## src/rtl/fitness_eval_pipe.sv

```systemverilog
`default_nettype none
// +--------------------------------------------------------------------------+
// | Module   : fitness_eval_pipe                                             |
// | Brief    : 3-stage lattice fitness evaluator with valid/ready flow,      |
// |            optional ring boundary and per-population best tracking.      |
// | Revision : 1.0                                                           |
// +--------------------------------------------------------------------------+
module fitness_eval_pipe #(
  parameter int NUM_PARTICLE_TYPE = 3,
  parameter int DATA_WIDTH        = 4,
  parameter int LATTICE_LENGTH    = 11,
  parameter int ENERGY_WIDTH      = 10,
  parameter int POP_SIZE          = 50,
  parameter int IDX_WIDTH         = 6
) (
  input  logic                                                  clk_i,
  input  logic                                                  rst_n,
  input  logic                                                  wr_initial_i,
  input  logic [NUM_PARTICLE_TYPE*DATA_WIDTH-1:0]               self_energy_vec_i,
  input  logic [NUM_PARTICLE_TYPE*NUM_PARTICLE_TYPE*DATA_WIDTH-1:0] interact_matrix_i,
  input  logic                                                  ring_mode_i,
  output logic                                                  cfg_ready_o,
  input  logic                                                  in_valid_i,
  output logic                                                  in_ready_o,
  input  logic [LATTICE_LENGTH*DATA_WIDTH-1:0]                  individual_vec_i,
  output logic                                                  out_valid_ff_o,
  input  logic                                                  out_ready_i,
  output logic [ENERGY_WIDTH-1:0]                               total_energy_ff_o,
  output logic                                                  bad_code_ff_o,
  output logic                                                  done_ff_o,
  output logic [ENERGY_WIDTH-1:0]                               best_energy_o,
  output logic [IDX_WIDTH-1:0]                                  best_idx_o
);

  localparam int c_SE_W = NUM_PARTICLE_TYPE * DATA_WIDTH;
  localparam int c_IM_W = NUM_PARTICLE_TYPE * NUM_PARTICLE_TYPE * DATA_WIDTH;
  localparam int c_IND_W = LATTICE_LENGTH * DATA_WIDTH;
  localparam logic [IDX_WIDTH-1:0] c_LAST_IDX = IDX_WIDTH'(POP_SIZE - 1);

  logic [c_SE_W-1:0]       r_se_tab, r_se_prev, w_se_sel;
  logic [c_IM_W-1:0]       r_im_tab, r_im_prev, w_im_sel;
  logic                    r_s1_valid, r_s1_ring, r_s1_old_tab;
  logic [c_IND_W-1:0]      r_s1_ind;
  logic                    r_s2_valid, r_s2_bad;
  logic [ENERGY_WIDTH-1:0] r_s2_se_sum, r_s2_pair_sum;
  logic                    r_out_valid, r_out_bad, r_done;
  logic [ENERGY_WIDTH-1:0] r_out_energy, r_best_energy;
  logic [IDX_WIDTH-1:0]    r_best_idx, r_pop_cnt;
  logic                    w_en, w_cfg_wr, w_out_hs, w_pop_last, w_bad;
  logic [ENERGY_WIDTH-1:0] w_se_sum, w_pair_sum;
  int                      w_code  [LATTICE_LENGTH];
  logic                    w_legal [LATTICE_LENGTH];

  assign w_en        = ~r_out_valid | out_ready_i;
  assign cfg_ready_o = ~r_s1_valid & ~r_s2_valid & ~r_out_valid & (r_pop_cnt == '0);
  assign w_cfg_wr    = wr_initial_i & cfg_ready_o;
  assign w_out_hs    = r_out_valid & out_ready_i;
  assign w_pop_last  = (r_pop_cnt == c_LAST_IDX);

  // An individual accepted on the same edge as a table write still sees the old tables.
  assign w_se_sel = r_s1_old_tab ? r_se_prev : r_se_tab;
  assign w_im_sel = r_s1_old_tab ? r_im_prev : r_im_tab;

  for (genvar gi = 0; gi < LATTICE_LENGTH; gi++) begin : g_site
    assign w_code[gi]  = int'(r_s1_ind[gi*DATA_WIDTH +: DATA_WIDTH]);
    assign w_legal[gi] = (w_code[gi] < NUM_PARTICLE_TYPE);
  end

  always_comb begin
    w_se_sum   = '0;
    w_pair_sum = '0;
    w_bad      = 1'b0;
    for (int i = 0; i < LATTICE_LENGTH; i++) begin
      if (w_legal[i])
        w_se_sum = w_se_sum + ENERGY_WIDTH'(w_se_sel[w_code[i]*DATA_WIDTH +: DATA_WIDTH]);
      else
        w_bad = 1'b1;
    end
    // Pair (L-1,0) is the wrap pair; IM is directional, indexed [left][right].
    for (int i = 0; i < LATTICE_LENGTH; i++) begin
      if ((i < LATTICE_LENGTH - 1 || r_s1_ring) && w_legal[i] && w_legal[(i+1) % LATTICE_LENGTH])
        w_pair_sum = w_pair_sum + ENERGY_WIDTH'(w_im_sel[(w_code[i]*NUM_PARTICLE_TYPE +
                     w_code[(i+1) % LATTICE_LENGTH])*DATA_WIDTH +: DATA_WIDTH]);
    end
  end

  always_ff @(posedge clk_i or negedge rst_n) begin
    if (!rst_n) begin
      r_se_tab  <= '0;
      r_im_tab  <= '0;
      r_se_prev <= '0;
      r_im_prev <= '0;
    end else if (w_cfg_wr) begin
      r_se_prev <= r_se_tab;
      r_im_prev <= r_im_tab;
      r_se_tab  <= self_energy_vec_i;
      r_im_tab  <= interact_matrix_i;
    end
  end

  always_ff @(posedge clk_i or negedge rst_n) begin
    if (!rst_n) begin
      r_s1_valid    <= 1'b0;
      r_s1_ring     <= 1'b0;
      r_s1_old_tab  <= 1'b0;
      r_s1_ind      <= '0;
      r_s2_valid    <= 1'b0;
      r_s2_bad      <= 1'b0;
      r_s2_se_sum   <= '0;
      r_s2_pair_sum <= '0;
      r_out_valid   <= 1'b0;
      r_out_bad     <= 1'b0;
      r_out_energy  <= '0;
    end else if (w_en) begin
      r_s1_valid <= in_valid_i;
      if (in_valid_i) begin
        r_s1_ind     <= individual_vec_i;
        r_s1_ring    <= ring_mode_i;
        r_s1_old_tab <= w_cfg_wr;
      end
      r_s2_valid <= r_s1_valid;
      if (r_s1_valid) begin
        r_s2_se_sum   <= w_se_sum;
        r_s2_pair_sum <= w_pair_sum;
        r_s2_bad      <= w_bad;
      end
      r_out_valid <= r_s2_valid;
      if (r_s2_valid) begin
        r_out_energy <= r_s2_se_sum + {r_s2_pair_sum[ENERGY_WIDTH-2:0], 1'b0};
        r_out_bad    <= r_s2_bad;
      end
    end
  end

  always_ff @(posedge clk_i or negedge rst_n) begin
    if (!rst_n) begin
      r_pop_cnt     <= '0;
      r_done        <= 1'b0;
      r_best_energy <= '0;
      r_best_idx    <= '0;
    end else begin
      r_done <= w_out_hs & w_pop_last;
      if (w_out_hs) begin
        r_pop_cnt <= w_pop_last ? '0 : r_pop_cnt + 1'b1;
        // First result of a population always seeds best; strict < keeps the earlier index on ties.
        if (r_pop_cnt == '0 || r_out_energy < r_best_energy) begin
          r_best_energy <= r_out_energy;
          r_best_idx    <= r_pop_cnt;
        end
      end
    end
  end

  assign in_ready_o        = w_en;
  assign out_valid_ff_o    = r_out_valid;
  assign total_energy_ff_o = r_out_energy;
  assign bad_code_ff_o     = r_out_bad;
  assign done_ff_o         = r_done;
  assign best_energy_o     = r_best_energy;
  assign best_idx_o        = r_best_idx;

endmodule
`default_nettype wire

```

## config.mk

```make
export PLATFORM = sky130hd
export DESIGN_NAME = fitness_eval_pipe
export DESIGN_NICKNAME = d
export VERILOG_FILES = /design/src/rtl/fitness_eval_pipe.sv
export SDC_FILE = /design/constraint.sdc
export NUM_CORES = 1
export LEC_CHECK = 0
export ABC_AREA = 0
export ABC_CLOCK_PERIOD_IN_PS = 10700
export CORE_MARGIN = 2
export CORE_UTILIZATION = 45
export CTS_CLUSTER_DIAMETER = 80
export DETAILED_ROUTE_END_ITERATION = 8
export PLACE_DENSITY = 0.66
export SYNTH_ARGS = -nofsm -noshare
export SYNTH_HDL_FRONTEND = slang
export SYNTH_SLANG_ARGS = --single-unit
```

## constraint.sdc

```tcl
create_clock -name clk_i -period 10.7 [get_ports clk_i]
set_input_delay 1.605 -clock clk_i [delete_from_list [all_inputs] [get_ports clk_i]]
set_output_delay 1.605 -clock clk_i [all_outputs]
set_load 0.1 [all_outputs]
```

==> results of run 1 <==
==> critical path: cells and delay by family, from the launching register on <==
| kind | cells | cell delay [ns] |
|---|---|---|
| buffers and inverters | 6 | 0.47 |
| adders and majority gates | 14 | 4.42 |
| muxes | 3 | 0.46 |
| xor gates and xnor gates | 6 | 0.77 |
| and+or+nand+nor | 12 | 1.84 |
| DFF | 1 | 0.44 |
| AOI/OAI and AO/OA | 14 | 2.48 |
==> cell type report <==
cell class / count / area, sq um
fillers: 4073 / 20900
multi-input cells: 1785 / 15900
flip-flops and latches: 199 / 4990
repair buffers: 319 / 2770
well taps: 607 / 759
clock buffers: 17 / 425
inverters: 99 / 372
clock inverters: 15 / 195
diodes: 1 / 2.50
==> stage by stage <==
stage / setup WS [ns] / total power [mW]
5_1_grt: -0.833 / 6.41
3_5_place_dp: -0.541 / 5.05
6_report: -0.286 / 5.96
3_3_place_gp: -0.234 / 4.94
2_1_floorplan: -0.00207 / 3.80
4_1_cts: -0.270 / 5.83
==> Yosys cell counts (37+ instances only) <==
library cell  count
dfrtp_1         199
clkbuf_1         76
mux2i_1          57
o21ai_0         137
mux2_2          198
mux4_2           81
nand2_1         204
o22ai_1          41
xnor2_1          60
a21oi_1         117
nor2b_1          37
ha_1            188
nand3_1          43
a21o_1           43
inv_1            99
nor2_1          132
fa_1             65
==> worst max-delay path by stage <==
stage          slack (ns)  depth (start not counted)          endpoint         start
2_1_floorplan      -0.002                         58    r_s2_se_sum[6]  r_s1_old_tab
3_3_place_gp        -0.23                         55  r_s2_pair_sum[8]   r_s1_ind[1]
3_5_place_dp        -0.54                         54  r_s2_pair_sum[8]   r_s1_ind[1]
4_1_cts             -0.27                         45  r_s2_pair_sum[8]   r_s1_ind[0]
5_1_grt             -0.83                         55  r_s2_pair_sum[8]   r_s1_ind[5]
6_report            -0.29                         55  r_s2_pair_sum[8]   r_s1_ind[1]
==> state kept, by name, summed over array words and instances (netlist names) <==
register and count:
r_s1_ind 44, r_im_prev 36, r_im_tab 36, r_se_prev 12, r_se_tab 12, best_energy_o 10, r_s2_se_sum 10, total_energy_ff_o 10
r_s2_pair_sum 9, best_idx_o 6, r_pop_cnt 6, bad_code_ff_o 1, done_ff_o 1, out_valid_ff_o 1, r_s1_old_tab 1, r_s1_ring 1
r_s1_valid 1, r_s2_bad 1, r_s2_valid 1
==> cells by family (layout without fill, tap and decap cells) <==
family / Yosys count / count (layout) / synth area share
AND/OR/NAND/NOR: 568 / 568 / 0.127
AO/OA/AOI/OAI: 531 / 531 / 0.162
multiplexers: 337 / 337 / 0.220
adder cells (fa/ha/maj): 256 / 256 / 0.175
buffers and inverters: 209 / 450 / 0.0385
flip-flops: 199 / 199 / 0.236
XOR/XNOR: 93 / 93 / 0.0408
other: 0 / 1 / 0
==> timing repair <==
action | in CTS | in global routing
pin swaps | 27 | 65
gates cloned | 0 | 1
hold endpoints to repair | 0 | 0
buffers inserted | 10 | 25
hold buffers | 0 | 0
setup endpoints to repair | 9 | 14
gates resized for setup | 27 | 89
==> routing by layer <==
metal	vias to the layer above	share of wire
met4	0	0.030
met5	-	0
met3	100	0.060
li1	8487	-
met1	8720	0.41
met2	607	0.50
==> power by group through the flow <==
stage	Clock [mW]	Combinational (mW)	Sequential (mW)
floorplan	0	2.50	1.30
global placement	0	3.88	1.06
detailed placement	0	3.98	1.07
CTS	0.706	4.07	1.05
global route	0.731	4.61	1.07
finish	0.676	4.23	1.05
==> qor.csv, run 1 <==
stage,metric,value,unit
sta,worst-margin pin slew,1.01,ns
pwr,Leakage,11.2,nW
logic_synthesis,"Seq/Total Area, Yosys",0.236,
logic_synthesis,ranking of synthesized cells by area,"dfrtp_1, ha_1, mux2_2",
hold_path,Hold WC Path Type,flop to flop,
outcome,status,finished with violations,
sta,highest clock rate,91.0,MHz
pwr,Sw Share,0.501,
clock_tree,CTS root buffer,clkbuf_16,
clock_tree,H-tree lvl count,4,
die,die area,48600,sq um
critical_path,Crit-path slowest cell,fa_2,
critical_path,crit path max fanout,4,
critical_path,R2R Path Start,r_s1_ind[1],
hold_path,"Endpoint, Worst Hold",r_im_prev[22],
pwr,combinational fraction of design power,0.710,
final_layout,final design utilization,0.548,
grt,Most Crowded Layer GR,met2,
logic_synthesis,Yosys cell types,91,
grt,met2 Track Usage GR,0.436,
grt,first-pass GRT wire length,93700,microns
die,effective utilization at floorplan,0.454,
final_layout,area growth from synthesis to layout,20.7,%
final_layout,"Design Area, Final",25400,sq um
sta,Max Transition Viols Final,0,
logic_synthesis,share of the synthesized area in the top cell type,0.236,
logic_synthesis,Mapped Area,21100,sq um
sta,clk_skew,0.0174,ns
logic_synthesis,Synth Flop Type,dfrtp_1,
sta,WHS,0.509,ns
critical_path,CP arrival,11.41,ns
detailed_routing,drt wl/cell,19.5,microns
pwr,Max VDD drop,273,uV
grt,vias in the first global route,17727,
critical_path,"Worst Path Class, Setup",flop to flop,
pwr,Clk network pwr share,0.114,
sta,post-route minimum period,10.99,ns
logic_synthesis,number of synthesized flops with an enable pin,0,
pwr,Pwr Density,234,nW/um^2
critical_path,Crit path largest cell delay,0.55,ns
place,placed insts,2973,
die,DIE HEIGHT,220,microns
detailed_routing,Residual DRC,0,
hold_path,Hold Crit Depth,1,
detailed_routing,drt pass-1 iters,5,
clock_tree,CTS tree,yes,
logic_synthesis,asr flop ratio synth,1.00,
place,HPWL after DPL,47500,microns
die,Die Width,220,microns
final_layout,layout cell share with drive strength beyond 1,0.265,
place,global placement routability congestion,0.913,
logic_synthesis,Mapped Cells,2193,
pwr,Reg power frac,0.176,
place,dpl cell area,24000,sq um
critical_path,critical path's most frequent cell,ha_4,
sta,hold violation count in the final report,0,
flow_run,max cap viols,0,
grt,GR Util met1,0.306,
die,# rows,79,
grt,gr usage total,0.248,
sta,unrepaired setup endpoints after global routing,true,
place,I/O Buffers,128,
die,Top Ports,129,
outcome,failing checks,negative setup slack,
logic_synthesis,number of synthesis warnings,0,
hold_path,HP Start,r_im_prev[22],
critical_path,Reg2Reg Depth,55,
clock_tree,CTS max path bufs,2,
grt,met3 Resource Use GR,0.0411,
final_layout,most frequent cells in the layout,"mux2_2, nand2_1, dfrtp_1",
detailed_routing,Post-Route WL,59300,microns
critical_path,r2r endpoint,r_s2_pair_sum[8],
sta,Final period util,1.03,
critical_path,flop-to-flop setup slack,-0.29,ns
sta,setup violators final,4,
sta,setup_tns,-0.773,ns
detailed_routing,Via density,5.89,
sta,Slew Limit Headroom,0.324,
final_layout,"most common cell after layout, fill and taps aside",mux2_2,
grt,antenna violations before repair,1,
pwr,Net Sw Power,2.98,mW
critical_path,CP required,11.13,ns
clock_tree,CTS Buf Count,17,
critical_path,CP Capture Type,flop,
grt,total congestion overflow,0,
logic_synthesis,Syn Nets,2544,
clock_tree,Sink Count,199,
clock_tree,Worst-path clk slew,0.08,ns
logic_synthesis,Synth Register Bits,199,
logic_synthesis,cell taking the most area after synthesis,dfrtp_1,
detailed_routing,Starting DRT DRC Count,1499,
final_layout,nets,2772,
die,Core ar.,46400,sq um
detailed_routing,post-route ant nets,0,
sta,setup slack after layout,-0.286,ns
pwr,Pint,2.97,mW
final_layout,final std cells w/o fill,3042,
critical_path,Critical Path Start Type,flop,
grt,maximum number of pins on one net before global-route repair,82,
logic_synthesis,syn_area_per_cell,9.61,sq um
clock_tree,Clock Latency Late Sink,0.51,ns
detailed_routing,detailed-route via count,17914,
(Power assumes the default switching activity.)
==> inputs of run 2 (changes only) <==
--- a/config.mk
+++ b/config.mk
@@ -7,7 +7,7 @@
 export LEC_CHECK = 0
 export ABC_AREA = 0
 export ABC_CLOCK_PERIOD_IN_PS = 10700
-export CORE_MARGIN = 2
+export CORE_MARGIN = 1
 export CORE_UTILIZATION = 45
 export CTS_CLUSTER_DIAMETER = 80
 export DETAILED_ROUTE_END_ITERATION = 8
==> run 2 against run 1 <==
Effect of this change: largest power group unchanged; setup slack improved by 0.11 ns; clock power up 2%; the flow still finishes with violations (negative setup slack); global-route usage increased by 1.3 points; hold slack worse by 0.0032 ns; critical path type unchanged; count of clock-buffer cells in the layout did not move; clock skew is 0.0094 ns higher; maximum frequency rose by 0.97%; non-clock buffer count grew 3; highest routed layer unchanged; register-to-register slack better by 0.11 ns; wire length increased by 3.7%; final area about the same; largest cell class unchanged; first-iteration DRC count fell by 3.7%.
==> qor.csv, run 2 (synthesis results as in run 1) <==
stage,metric,value,unit
die,die area,47700,sq um
detailed_routing,DR WL met2,30400,microns
critical_path,CP Capture Type,flop,
clock_tree,CTS max path bufs,2,
critical_path,R2R Path Start,r_s1_ind[0],
critical_path,Crit path largest cell delay,0.56,ns
final_layout,final design utilization,0.555,
die,effective utilization at floorplan,0.460,
detailed_routing,drt pass-1 iters,5,
die,Top Ports,129,
sta,setup violators final,3,
hold_path,HP Start,r_im_prev[35],
place,Post-Place Worst Slack,-0.509,ns
clock_tree,Clock Latency Late Sink,0.51,ns
sta,clk_skew,0.0267,ns
pwr,Leakage,11.2,nW
place,global placement routability congestion,0.949,
sta,hold violation count in the final report,0,
final_layout,max FFs per register,44,
clock_tree,H-tree lvl count,4,
sta,Final period util,1.02,
final_layout,area growth from synthesis to layout,20.6,%
critical_path,Crit-path slowest cell,fa_2,
grt,maximum number of pins on one net before global-route repair,82,
clock_tree,CTS root buffer,clkbuf_16,
critical_path,crit path max fanout,4,
grt,first-pass GRT wire length,96700,microns
flow_run,max cap viols,0,
detailed_routing,Met3 Routed Length,3980,microns
grt,vias in the first global route,18196,
sta,Max Transition Viols Final,0,
hold_path,Hold Crit Depth,1,
critical_path,flop-to-flop setup slack,-0.18,ns
place,dpl cell area,24000,sq um
hold_path,"Endpoint, Worst Hold",r_im_prev[35],
place,HPWL after DPL,48400,microns
sta,setup_tns,-0.426,ns
final_layout,biggest regs,"r_s1_ind: 44 flops, r_im_prev: 36 flops, r_im_tab: 36 flops",
critical_path,Critical Path Source,r_s1_ind[0],
detailed_routing,Starting DRT DRC Count,1444,
sta,worst-margin pin slew,1.21,ns
outcome,failing checks,negative setup slack,
die,Die Width,218,microns
outcome,status,finished with violations,
pwr,Max VDD drop,301,uV
place,I/O Buffers,128,
final_layout,"Design Area, Final",25400,sq um
detailed_routing,Via density,6.02,
final_layout,most frequent cells in the layout,"nand2_1, mux2_2, dfrtp_1",
critical_path,"Worst Path Class, Setup",flop to flop,
detailed_routing,drt wl/cell,20.2,microns
final_layout,# diodes,0,
hold_path,Hold WC Path Type,flop to flop,
clock_tree,CTS tree,yes,
detailed_routing,Post-Route WL,61400,microns
critical_path,Critical Path Start Type,flop,
detailed_routing,DR top layer,met4,
clock_tree,CTS Buf Count,17,
sta,setup slack after layout,-0.181,ns
clock_tree,Worst-path clk slew,0.08,ns
final_layout,"Most flops, register",r_s1_ind,
clock_tree,cts hold-fix bufs,0,
sta,unrepaired setup endpoints after global routing,true,
detailed_routing,DRT met1 WL,24900,microns
pwr,Pwr Density,237,nW/um^2
sta,Slew Limit Headroom,0.188,
grt,gr usage total,0.262,
clock_tree,Sink Count,199,
detailed_routing,detailed-route via count,18281,
final_layout,nets,2775,
critical_path,Reg2Reg Depth,50,
detailed_routing,Residual DRC,0,
final_layout,layout cell share with drive strength beyond 1,0.263,
die,# rows,78,
critical_path,critical path's most frequent cell,nand2_2,
die,DIE HEIGHT,218,microns
grt,total congestion overflow,0,
sta,post-route minimum period,10.88,ns
critical_path,CP required,11.11,ns
sta,highest clock rate,91.9,MHz
detailed_routing,post-route ant nets,0,
grt,antenna violations before repair,0,
critical_path,CP arrival,11.30,ns
critical_path,r2r endpoint,r_s2_pair_sum[8],
die,Core ar.,45800,sq um
## run 2: cell type report
class	count	area [sq um]
Timing Repair Buffer	322	2790
Clock inverter	15	195
Multi-Input combinational cell	1785	15900
Sequential cell	199	4990
Fill cell	4038	20400
Tap cell	600	751
Inverter	99	372
Clock buffer	17	425
## run 2: power breakdown
group          internal (mW)  switching (mW)  leakage (nW)  total, mW
sequential             0.867           0.182          2.59       1.05
combinational           1.80            2.48          8.31       4.28
clock                  0.340           0.347         0.301      0.687
## run 2: how the worst max path moves through the flow
stage                                   to  slack, ns
after global placement    r_s2_pair_sum[8]      -0.27
after detailed placement  r_s2_pair_sum[8]      -0.51
final                     r_s2_pair_sum[8]      -0.18
after CTS                 r_s2_pair_sum[8]      -0.22
after global routing      r_s2_pair_sum[8]      -0.66
after floorplan             r_s2_se_sum[6]     -0.002
## run 2: repair_timing
item / 4_1_cts / 5_1_grt
resized for setup: 33 / 80
setup endpoints to repair: 10 / 14
pin swaps: 31 / 55
buffers inserted: 17 / 20
## run 2: metrics by stage
step	total power, mW	hold WS, ns	instances
CTS	5.87	0.509	3017
detailed placement	5.07	0.487	2968
global route	6.44	0.522	3037
finish	6.02	0.506	3037
global placement	4.96	0.482	2968
floorplan	3.80	0.454	2193
## run 2: layer usage
| metal | vias up | track usage |
|---|---|---|
| met5 | - | 0 |
| met3 | 142 | 0.0466 |
| li1 | 8488 | - |
| met1 | 8936 | 0.318 |
| met4 | 0 | 0.105 |
| met2 | 715 | 0.455 |
## run 2: worst max-delay path, delay by kind of cell (launching register included)
| kind | cells | cell delay, ns |
|---|---|---|
| AOI/OAI and AO/OA | 11 | 2.02 |
| buffers and inverters | 8 | 0.88 |
| DFF | 1 | 0.42 |
| muxes | 4 | 0.56 |
| xor gates and xnor gates | 3 | 0.45 |
| and+or+nand+nor | 11 | 1.45 |
| adders and majority gates | 13 | 5.00 |
==> inputs of run 3 (changes only) <==
--- a/config.mk
+++ b/config.mk
@@ -7,11 +7,11 @@
 export LEC_CHECK = 0
 export ABC_AREA = 0
 export ABC_CLOCK_PERIOD_IN_PS = 10700
+export CORE_ASPECT_RATIO = 0.75
 export CORE_MARGIN = 1
-export CORE_UTILIZATION = 45
+export CORE_UTILIZATION = 28
 export CTS_CLUSTER_DIAMETER = 80
 export DETAILED_ROUTE_END_ITERATION = 8
-export PLACE_DENSITY = 0.66
 export SYNTH_ARGS = -nofsm -noshare
 export SYNTH_HDL_FRONTEND = slang
 export SYNTH_SLANG_ARGS = --single-unit
==> run 3 against run 2 <==
Effect of this change: the run still ends with negative setup slack left; clock power is 2% higher; combinational power is 2% higher; non-clock buffer count is 9 lower; clock skew is 0.00085 ns lower; critical path type unchanged; largest cell class unchanged; final area is 1.4% higher; cell count is 12% higher.
==> qor.csv, run 3 (synthesis results as in run 1) <==
stage,metric,value,unit
place,I/O Buffers,128,
final_layout,multi-input logic area,15800,sq um
sta,unrepaired setup endpoints after global routing,true,
clock_tree,cts hold-fix bufs,0,
critical_path,"Worst Path Class, Setup",flop to flop,
critical_path,R2R Path Start,r_s1_ind[1],
die,# rows,86,
pwr,Max VDD drop,164,uV
place,HPWL after DPL,49100,microns
pwr,Pwr Density,238,nW/um^2
detailed_routing,post-route ant nets,0,
die,Core ar.,73900,sq um
detailed_routing,Starting DRT DRC Count,1685,
critical_path,Critical Path Start Type,flop,
hold_path,"Endpoint, Worst Hold",r_s2_se_sum[1],
critical_path,Crit path largest cell delay,0.56,ns
detailed_routing,drt wl/cell,18.3,microns
clock_tree,CTS root buffer,clkbuf_16,
sta,Slew Limit Headroom,0.318,
die,Die Width,319,microns
critical_path,r2r endpoint,r_s2_pair_sum[8],
grt,vias in the first global route,17233,
sta,clk_skew,0.0259,ns
final_layout,nets,2766,
die,die area,76400,sq um
final_layout,most frequent cells in the layout,"nand2_1, mux2_2, dfrtp_1",
grt,first-pass GRT wire length,98400,microns
pwr,total power,6.13,mW
grt,met2 Track Usage GR,0.241,
hold_path,Hold Crit Depth,2,
die,effective utilization at floorplan,0.285,
final_layout,Filler Cell Count,7341,
clock_tree,CTS tree,yes,
sta,hold violation count in the final report,0,
detailed_routing,drt pass-1 iters,6,
clock_tree,Worst-path clk slew,0.08,ns
critical_path,CP required,11.12,ns
critical_path,crit path max fanout,4,
place,global placement routability congestion,0.896,
sta,highest clock rate,91.5,MHz
flow_run,max cap viols,0,
critical_path,CP Capture Type,flop,
grt,Most Crowded Layer GR,met1,
grt,gr usage total,0.165,
clock_tree,Sink Count,199,
final_layout,"Most flops, register",r_s1_ind,
critical_path,Reg2Reg Depth,45,
grt,GR Util met1,0.242,
detailed_routing,Via density,5.29,
die,DIE HEIGHT,240,microns
sta,setup slack after layout,-0.226,ns
final_layout,# diodes,0,
final_layout,max FFs per register,44,
sta,setup_tns,-0.554,ns
critical_path,flop-to-flop setup slack,-0.23,ns
sta,post-route minimum period,10.93,ns
clock_tree,CTS Buf Count,17,
sta,worst-margin pin slew,1.01,ns
clock_tree,H-tree lvl count,4,
die,Top Ports,129,
hold_path,HP Start,r_s2_se_sum[1],
clock_tree,CTS max path bufs,2,
final_layout,Reg area,4990,sq um
grt,total congestion overflow,0,
grt,antenna violations before repair,1,
outcome,failing checks,negative setup slack,
critical_path,Crit-path slowest cell,fa_2,
grt,met3 Resource Use GR,0.0372,
final_layout,area growth from synthesis to layout,22.2,%
final_layout,biggest regs,"r_s1_ind: 44 flops, r_im_prev: 36 flops, r_im_tab: 36 flops",
critical_path,critical path's most frequent cell,fa_2,
detailed_routing,Post-Route WL,62200,microns
clock_tree,Clock Latency Late Sink,0.52,ns
detailed_routing,Residual DRC,0,
sta,setup violators final,3,
final_layout,layout cell share with drive strength beyond 1,0.256,
hold_path,Hold WC Path Type,flop to flop,
grt,maximum number of pins on one net before global-route repair,74,
sta,Max Transition Viols Final,0,
critical_path,CP arrival,11.35,ns
sta,Final period util,1.02,
pwr,Leakage,11.2,nW
outcome,status,finished with violations,
detailed_routing,detailed-route via count,17965,
run 3: cell count changes in the layout (fill, tap and decap cells not counted), sizes merged:
cell	delta
clkinv	-2
clkinvlp	+1
bufinv	+1
buf	-8
clkbuf	-1
run 3: per-layer routing:
layer / wire, microns / vias up
met5: 0 / -
met4: 1230 / 0
met3: 4450 / 51
met2: 25900 / 565
met1: 30700 / 8876
li1: - / 8473
run 3: worst max path at each step:
stage                             from                to  cells after the start
final                      r_s1_ind[1]  r_s2_pair_sum[8]                     45
after global routing       r_s1_ind[1]  r_s2_pair_sum[8]                     45
after global placement     r_s1_ind[1]  r_s2_pair_sum[8]                     55
after CTS                  r_s1_ind[1]  r_s2_pair_sum[8]                     45
after floorplan           r_s1_old_tab    r_s2_se_sum[6]                     58
after detailed placement   r_s1_ind[1]  r_s2_pair_sum[8]                     54
run 3: final cells by class:
type,count,area share
Inverter,99,0.0144
Clock inverter,15,0.00695
Sequential cell,199,0.194
Timing Repair Buffer,313,0.106
Clock buffer,17,0.0165
Multi-Input combinational cell,1785,0.615
Tap cell,968,0.0470
run 3: worst max-delay path: cells and delay by family (launching register included):
family	cells	cell delay (ns)
AO/OA/AOI/OAI	13	2.15
XOR/XNOR	2	0.25
adder cells (fa/ha/maj)	14	5.75
buffers and inverters	3	0.18
flip-flops	1	0.45
multiplexers	4	0.76
AND/OR/NAND/NOR	9	1.31
run 3: timing repair:
action	4_1_cts	5_1_grt
endpoints found under the setup margin	6	13
resized for setup	36	63
setup buffers	14	10
pin swaps	30	38
run 3: power breakdown:
group,switching [mW],internal (mW)
Combinational,2.58,1.79
Clock,0.348,0.354
Sequential,0.184,0.867
run 3: stage by stage:
step	utilization	setup WS (ns)	hold slack, ns	std cells	area [sq um]
final	0.348	-0.226	0.499	3396	25800
after global routing	0.348	-0.712	0.513	3396	25800
after CTS	0.343	-0.321	0.508	3387	25300
after detailed placement	0.331	-0.478	0.491	3342	24500
after global placement	0.331	-0.341	0.482	3342	24500
after floorplan	-	-0.00207	0.454	2193	21200
